==> config.mk <==
export PLATFORM = sky130hd
export DESIGN_NAME = bksave_ctrl
export DESIGN_NICKNAME = d
export VERILOG_FILES = /design/src/rtl/bksave_ctrl.sv
export SDC_FILE = /design/constraint.sdc
export NUM_CORES = 1
export LEC_CHECK = 0
export CORE_MARGIN = 5
export CORE_UTILIZATION = 41
export DETAILED_ROUTE_END_ITERATION = 10
export HOLD_SLACK_MARGIN = 0.15
export PLACE_DENSITY_LB_ADDON = 0.12
export SLEW_MARGIN = 30
export SYNTH_ARGS = -nofsm -noshare
export SYNTH_HDL_FRONTEND = slang
export SYNTH_SLANG_ARGS = --single-unit
==> constraint.sdc <==
create_clock -name clk_sys -period 1.99 [get_ports clk_sys]
set_input_delay 0.199 -clock clk_sys [delete_from_list [all_inputs] [get_ports clk_sys]]
set_output_delay 0.199 -clock clk_sys [all_outputs]
set_load 0.05 [all_outputs]
==> src/rtl/bksave_ctrl.sv <==
`default_nettype none
// ============================================================================
// Module   : bksave_ctrl
// Purpose  : Backup-RAM save/load/format sequencer between hps_io sd_* and BRAM port B.
// Revision : 1.0
// ============================================================================
module bksave_ctrl #(
    parameter int SECTOR_BITS = 4,
    parameter int SLOT_BITS   = 2,
    parameter int DEF_WORDS   = 4,
    parameter logic [16*DEF_WORDS-1:0] DEF_VAL = {16'h5548, 16'h4D42, 16'h8800, 16'h8010}
) (
    input  logic                 clk_sys,
    input  logic                 reset_n,
    input  logic                 enable,
    input  logic                 image_present,
    input  logic                 mount_done,
    input  logic                 osd_status,
    input  logic                 autosave,
    input  logic [SLOT_BITS-1:0] slot,
    input  logic                 load_req,
    input  logic                 save_req,
    input  logic                 format_req,
    input  logic                 bram_write,
    input  logic                 sd_ack,
    output logic [31:0]          sd_lba,
    output logic                 sd_rd,
    output logic                 sd_wr,
    output logic [3:0]           def_addr,
    output logic [15:0]          def_data,
    output logic                 def_we,
    output logic                 busy,
    output logic                 loading,
    output logic                 pending,
    output logic                 led
);

    localparam int LBA_PAD = 32 - SLOT_BITS - SECTOR_BITS;

    typedef enum logic [1:0] {
        ST_IDLE   = 2'd0,
        ST_XFER   = 2'd1,
        ST_FORMAT = 2'd2
    } state_t;

    state_t                 r_state;
    state_t                 w_next;

    logic                   r_armed;
    logic                   r_load_prev;
    logic                   r_save_prev;
    logic                   r_fmt_prev;
    logic                   r_ack;
    logic                   r_ack_prev;

    logic [SLOT_BITS-1:0]   r_slot;
    logic [SECTOR_BITS-1:0] r_idx;
    logic [3:0]             r_fidx;
    logic                   r_sd_rd;
    logic                   r_sd_wr;
    logic                   r_busy;
    logic                   r_loading;
    logic                   r_pending;

    logic                   w_save_trig;
    logic                   w_load_edge;
    logic                   w_save_edge;
    logic                   w_fmt_edge;
    logic                   w_ack_rise;
    logic                   w_ack_fall;
    logic                   w_start_load;
    logic                   w_start_xfer;
    logic                   w_idx_last;
    logic                   w_fmt_last;
    logic                   w_pend_set;
    logic                   w_def_we;
    logic [15:0]            w_def_word;

    // r_armed masks edges on the first cycle after reset so a request level
    // that is still high when reset releases is absorbed rather than acted on.
    assign w_save_trig  = save_req | (r_pending & osd_status & autosave);
    assign w_load_edge  = r_armed & load_req    & ~r_load_prev;
    assign w_save_edge  = r_armed & w_save_trig & ~r_save_prev;
    assign w_fmt_edge   = r_armed & format_req  & ~r_fmt_prev;
    assign w_ack_rise   = r_ack  & ~r_ack_prev;
    assign w_ack_fall   = ~r_ack & r_ack_prev;

    assign w_start_load = enable & ((mount_done & image_present) | w_load_edge);
    assign w_start_xfer = w_start_load | (enable & w_save_edge);
    assign w_idx_last   = &r_idx;
    assign w_fmt_last   = (r_fidx == 4'(DEF_WORDS - 1));
    assign w_pend_set   = enable & ~osd_status & bram_write;

    always_ff @(posedge clk_sys or negedge reset_n) begin
        if (!reset_n) begin
            r_state <= ST_IDLE;
        end else begin
            r_state <= w_next;
        end
    end

    always_comb begin
        w_next   = r_state;
        w_def_we = 1'b0;
        case (r_state)
            ST_IDLE: begin
                if (w_start_xfer) begin
                    w_next = ST_XFER;
                end else if (w_fmt_edge) begin
                    w_next = ST_FORMAT;
                end
            end
            ST_XFER: begin
                if (w_ack_fall && w_idx_last) begin
                    w_next = ST_IDLE;
                end
            end
            ST_FORMAT: begin
                w_def_we = 1'b1;
                if (w_fmt_last) begin
                    w_next = ST_IDLE;
                end
            end
            default: w_next = ST_IDLE;
        endcase
    end

    always_comb begin
        w_def_word = 16'd0;
        for (int i = 0; i < DEF_WORDS; i++) begin
            if (r_fidx == i[3:0]) begin
                w_def_word = DEF_VAL[16*(DEF_WORDS-1-i) +: 16];
            end
        end
    end

    always_ff @(posedge clk_sys or negedge reset_n) begin
        if (!reset_n) begin
            r_armed     <= 1'b0;
            r_load_prev <= 1'b0;
            r_save_prev <= 1'b0;
            r_fmt_prev  <= 1'b0;
            r_ack       <= 1'b0;
            r_ack_prev  <= 1'b0;
        end else begin
            r_armed     <= 1'b1;
            r_load_prev <= load_req;
            r_save_prev <= w_save_trig;
            r_fmt_prev  <= format_req;
            r_ack       <= sd_ack;
            r_ack_prev  <= r_ack;
        end
    end

    always_ff @(posedge clk_sys or negedge reset_n) begin
        if (!reset_n) begin
            r_slot    <= '0;
            r_idx     <= '0;
            r_fidx    <= 4'd0;
            r_sd_rd   <= 1'b0;
            r_sd_wr   <= 1'b0;
            r_busy    <= 1'b0;
            r_loading <= 1'b0;
        end else begin
            case (r_state)
                ST_IDLE: begin
                    r_fidx <= 4'd0;
                    if (w_start_xfer) begin
                        r_slot    <= slot;
                        r_idx     <= '0;
                        r_loading <= w_start_load;
                        r_sd_rd   <= w_start_load;
                        r_sd_wr   <= ~w_start_load;
                        r_busy    <= 1'b1;
                    end
                end
                ST_XFER: begin
                    if (w_ack_rise) begin
                        r_sd_rd <= 1'b0;
                        r_sd_wr <= 1'b0;
                    end else if (w_ack_fall) begin
                        if (w_idx_last) begin
                            r_busy    <= 1'b0;
                            r_loading <= 1'b0;
                        end else begin
                            // Index is SECTOR_BITS wide, so the slot field never changes.
                            r_idx   <= r_idx + 1'b1;
                            r_sd_rd <= r_loading;
                            r_sd_wr <= ~r_loading;
                        end
                    end
                end
                ST_FORMAT: begin
                    if (!w_fmt_last) begin
                        r_fidx <= r_fidx + 4'd1;
                    end
                end
                default: ;
            endcase
        end
    end

    always_ff @(posedge clk_sys or negedge reset_n) begin
        if (!reset_n) begin
            r_pending <= 1'b0;
        end else begin
            case (r_state)
                ST_IDLE: begin
                    if (w_pend_set) begin
                        r_pending <= 1'b1;
                    end else if (w_start_xfer) begin
                        r_pending <= 1'b0;
                    end
                end
                ST_FORMAT: begin
                    if (w_pend_set || (w_fmt_last && enable)) begin
                        r_pending <= 1'b1;
                    end
                end
                default: ;
            endcase
        end
    end

    assign sd_lba   = {{LBA_PAD{1'b0}}, r_slot, r_idx};
    assign sd_rd    = r_sd_rd;
    assign sd_wr    = r_sd_wr;
    assign def_we   = w_def_we;
    assign def_addr = w_def_we ? r_fidx : 4'd0;
    assign def_data = w_def_we ? w_def_word : 16'd0;
    assign busy     = r_busy;
    assign loading  = r_loading;
    assign pending  = r_pending;
    assign led      = r_busy | (autosave & r_pending);

endmodule
`default_nettype wire
# ---- Yosys cells after proc, flatten, opt, wreduce, memory -nomap -nowiden
# Index checks and enable logic that the tools add are counted.
# Widths: inputs -> output; s select.
dict set report totals {
  out_inout_bits 59
  reg_bits 23
  elab_cells 117
  input_bits 14
}
dict set report op_classes {
  eq_ne 18
  add_sub_neg 2
  mux 39
  bitwise_logic 28
  n_reduce_logical 15
}
# operator n
set ops {}
lappend ops {{$mux 16} 4}
lappend ops {{$mux 4} 6}
lappend ops {{$ne 2x2->1 const B} 9}
lappend ops {{$and 1x1->1} 16}
lappend ops {{$mux 1} 16}
lappend ops {{$pmux 4 s2} 2}
lappend ops {{$mux 15} 1}
lappend ops {{$ne 3x3->1 const B} 4}
lappend ops {{$pmux 1 s2} 5}
lappend ops {{$reduce_and 5->1} 2}
lappend ops {{$add 4x1->4 const B} 2}
lappend ops {{$eq 4x2->1 const B} 2}
lappend ops {{$mux 2} 4}
lappend ops {{$not 1->1} 8}
lappend ops {{$reduce_and 4->1} 2}
lappend ops {{$pmux 2 s3} 1}
lappend ops {{$reduce_and 3->1} 2}
lappend ops {{$eq 4x1->1 const B} 1}
lappend ops {{$logic_not 4->1} 1}
lappend ops {{$or 1x1->1} 4}
lappend ops {{$reduce_and 2->1} 2}
lappend ops {{$reduce_bool 2->1} 2}
lappend ops {{$eq 2x1->1 const B} 1}
lappend ops {{$eq 2x2->1 const B} 1}
lappend ops {{other kinds (3)} 4}

# ---- Depth between registers and ports, before layout
dict set report depth {
  ltp_word 10
  depth_mapped 6
  depth_no_buf 6
}

# ---- Least setup slack after synthesis
# No wires, ideal clock.
dict set report synth_path {
  kind {register -> output}
  from {reg r_state[0]}
  to {out def_data[12]}
  slack_ps -1169
  arrival_ps 2960
  n_path_buf 2
  required_ps 1791
  stages_incl_launch_ff 6
  path_cell_list {dfrtp_1 -> nor2b_1 -> clkbuf_1 -> nand3_1 -> nor3b_1 -> buf_4}
}
dict set report synth_between {
  elab_chain_cells 3
}
# item line_no
set synth_lines {}
lappend synth_lines {{start: declaration} 46} ;# state_t r_state;
lappend synth_lines {{start signal: assignment} 98} ;# r_state <= w_next;
lappend synth_lines {{$eq 2x2->1} 105} ;# case (r_state)
lappend synth_lines {{$mux 1} 105}
lappend synth_lines {{via def_we} 31} ;# output logic def_we,
lappend synth_lines {{$mux 16} 230} ;# assign def_data = w_def_we ? w_def_word : 16'd0;
lappend synth_lines {{end: declaration} 30} ;# output logic [15:0] def_data,
# The timed path passes the listed nets, and every way through them passes these cells.

# ---- Worst setup path in the final report
dict set report layout_path {
  from {reg r_fidx[0]}
  to {out def_data[12]}
}
dict set report layout_between {
  elab_chain_cells 6
  word_cells_on_any_way 9
  cone_classes {3 x eq/ne; 5 x mux; 1 x reduce/logical}
}
# item line_no
set layout_lines {}
lappend layout_lines {{start: declaration} 58} ;# logic [3:0] r_fidx;
lappend layout_lines {{start signal: assignment} 195} ;# r_fidx <= r_fidx + 4'd1;
lappend layout_lines {{$logic_not 4->1} 131} ;# if (r_fidx == i[3:0]) begin
lappend layout_lines {{$mux 15} 131}
lappend layout_lines {{$mux 16 (2 in a row)} 131}
lappend layout_lines {{$mux 16 *} 131}
lappend layout_lines {{$mux 16 *} 230}
# Every way passes the cells marked *; elsewhere a longest branch is shown, timed or not.

==> impl_metrics.csv <==
group,metric,value,unit
power,ir_worst_vdd,0.748,mV
finish,final_util,0.586,
synth,synth_top_area_share,0.370,
synth,synth_seq_cells,23,
finish,antennaDiodeCount,0,
synth,synth.cell_area,1550,um^2
sta,fmax,519,MHz
synth,synth_common_cells,"buf_4 (36), dfrtp_1 (23), inv_1 (11), nand2_1 (11), nor2_1 (10)",
status,status,"complete, no violations",
synth,ys_seq_area_frac,0.370,
cts,h-tree-depth,1,
sta,hold_viol,0,
cts,cts.sinks,23,
global_route,grt_max_degree,24,
sta,fin_crit,1930,ps
sta,slew_viol_final,0,
sta,setup_violations,0,
cts,tritoncts,"built",
critical_path,regToRegEndpoint,"sd_rd",
synth,postSynth.asyncResetShare,1.00,
critical_path,cpPeakStageDelay,390,ps
worst_hold_path,hold_class,"input pin to asynchronous set/reset pin",
die,die-area,5120,um^2
critical_path,cp-start-kind,"flop",
placement,dp_hpwl,2.79,mm
finish,nets,234,
finish,area_growth,38.1,%
finish,drive_gt1_frac,0.212,
cts,cts.clk_slew.worst_paths,80,ps
global_route,antenna_found_initial,0,
detailed_routing,via_per_inst,4.70,
detailed_routing,drcViolationCount,0,
die,core_area,3660,um^2
synth,yosys-top-cells-area,"dfrtp_1 (37%), buf_4 (17%), ha_1 (5.6%), inv_1 (2.7%), nand2_1 (2.7%)",
detailed_routing,antenna_left,0,
sta,skew,2.04,ps
synth,ys_types,42,
die,fp.dieW,71.6,um
sta,fin_setup_tns,0,ps
global_route,grt.overflow.total,0,
die,die_h,71.6,um
critical_path,crit_chain,"inv_1, ha_2, nor2_4, nand3_2, nor3b_4, buf_12",
die,io_pins,73,
critical_path,worstPathRequired,1790,ps
synth,synthCells,168,
critical_path,rr_worst_depth,4,
cts,cts_hold_buf,0,
placement,place_congestion,0.819,
detailed_routing,dr_total_vias,1222,
synth,synth_most_common_cell,"buf_4",
detailed_routing,wl_met2,1.63,mm
critical_path,crit_family,"simple AND/OR/NAND/NOR gates",
critical_path,crit_buf_inv,2,
detailed_routing,route.met3.wl,347,um
sta,rsz0062_at_grt,"yes",
critical_path,r2r_setup_slack,340,ps
detailed_routing,wire_per_inst,13.0,um
sta,fin_ws,64.8,ps
finish,fillers,332,
detailed_routing,met1Wirelength,1.38,mm
power,p_leak,0.000971,uW
critical_path,endpoint_kind,"output pin",
run,drv_cap,0,
placement,pre_cts_slack,72.5,ps
die,start_util,0.424,
die,rows,22,
synth,synth_enable_flop_cells,0,
critical_path,timing.critical_path.fanout_max,3,
detailed_routing,drt-initial-drc-count,11,
power,p_per_area,1070,nW/um^2
critical_path,worstPathArrival,1730,ps
cts,cts_buffers,3,
critical_path,path_class,"flop to output pin",
critical_path,r2r_start,"pending",
global_route,gr-usage-all-layers,0.135,
sta,fin_hold_ws,280,ps
synth,synth_largest_area_cell,"dfrtp_1",
detailed_routing,wirelength,3.38,mm
placement,portBuffers,40,
sta,period_share,0.967,
detailed_routing,first_pass_iters,4,
synth,syn_avg_cell_area,9.25,um^2
synth,synth_warnings,0,
critical_path,cp_slowest_cell,"dfrtp_1",
cts,root_buffer,"clkbuf_8",
cts,clockBufferDepth,2,
sta,worst_slew_pin_slew,513,ps
sta,slew_headroom,0.657,
global_route,grt_pass1_vias,1191,
synth,synth_flop_cell,"dfrtp_1",
detailed_routing,routed.top_layer,"met4",
global_route,grt_pass1_wl,5.58,mm
power,total_power,2290,uW
cts,clk_latency,260,ps
-- how the worst max path moves through the flow --
stage / start / to / slack [ps] / depth (start not counted)
2_1_floorplan: r_fidx[0] / def_data[12] / -100 / 5
3_3_place_gp: enable / sd_rd / 150 / 5
3_5_place_dp: enable / sd_rd / 70 / 5
4_1_cts: r_fidx[0] / def_data[12] / 10 / 6
5_1_grt: r_fidx[1] / def_data[12] / -20 / 5
6_report: r_fidx[0] / def_data[12] / 60 / 6
-- timing repair --
action	in CTS	in global routing
pin swaps	1	2
setup buffers	1	1
setup endpoints to repair	7	6
resized for setup	1	3
-- cell usage in the layout, fill, tap and decap left out, types with 2 or more instances in the layout --
cell type        synthesis  layout
a21oi_1                  3       3
a2bb2oi_1                3       3
and3_1                   5       5
buf_12                   0      15
buf_4                   36       9
clkbuf_8                 0       3
clkdlybuf4s50_1          0      24
conb_1                   2      33
dfrtp_1                 23      23
ha_1                     7       6
inv_1                   11      11
mux2_2                   3       3
mux2_4                   2       2
nand2_1                 11      11
nand2b_1                 2       2
nand3_1                  5       4
nand3b_1                 2       2
nor2_1                  10       8
nor2_4                   0       2
nor2b_1                  3       3
nor3_1                   5       3
nor3_2                   1       3
o21ai_0                  7       7
o22ai_1                  4       4
-- cell families after synthesis --
group,count (synthesis),synth area share
AND/OR/NAND/NOR,52,0.180
multiplexers,6,0.0475
flip-flops,23,0.370
other,2,0.00483
buffers and inverters,50,0.209
adder cells (fa/ha/maj),7,0.0564
AO/OA/AOI/OAI,28,0.132
-- cell type report --
cell class | instances | area (um^2) | share of cell area
flip-flops and latches | 23 | 576 | 0.268
clock buffers | 3 | 41.3 | 0.0192
multi-input cells | 126 | 815 | 0.380
repair buffers | 48 | 608 | 0.283
inverters | 11 | 41.3 | 0.0192
clock inverters | 1 | 5.00 | 0.00233
well taps | 48 | 60.1 | 0.0280
-- where the power goes --
group          leakage, uW  total [uW]  switching, uW  internal [uW]
registers         0.000285         698            119            579
logic             0.000660        1310            832            475
clock network    0.0000255         285            145            140
total             0.000971        2290           1100           1190
-- registers in the layout, summed over array words and instances (netlist names) --
signal / cells
pending: 1
r_fidx: 4
sd_rd: 1
loading: 1
r_save_prev: 1
r_ack_prev: 1
r_ack: 1
r_slot: 2
r_fmt_prev: 1
sd_wr: 1
r_state: 2
busy: 1
r_idx: 4
r_load_prev: 1
r_armed: 1
-- stage by stage --
step,area [um^2],instances
CTS,2130,259
finish,2150,260
global placement,2070,254
global route,2150,260
floorplan,1700,199
detailed placement,2070,254
-- metal layers --
metal  GRT usage  up-vias
met5           0        -
met1       0.165      569
met2       0.227       55
met4      0.0501        0
li1            -      596
met3      0.0351        2
Power figures use the tool's default switching activity.
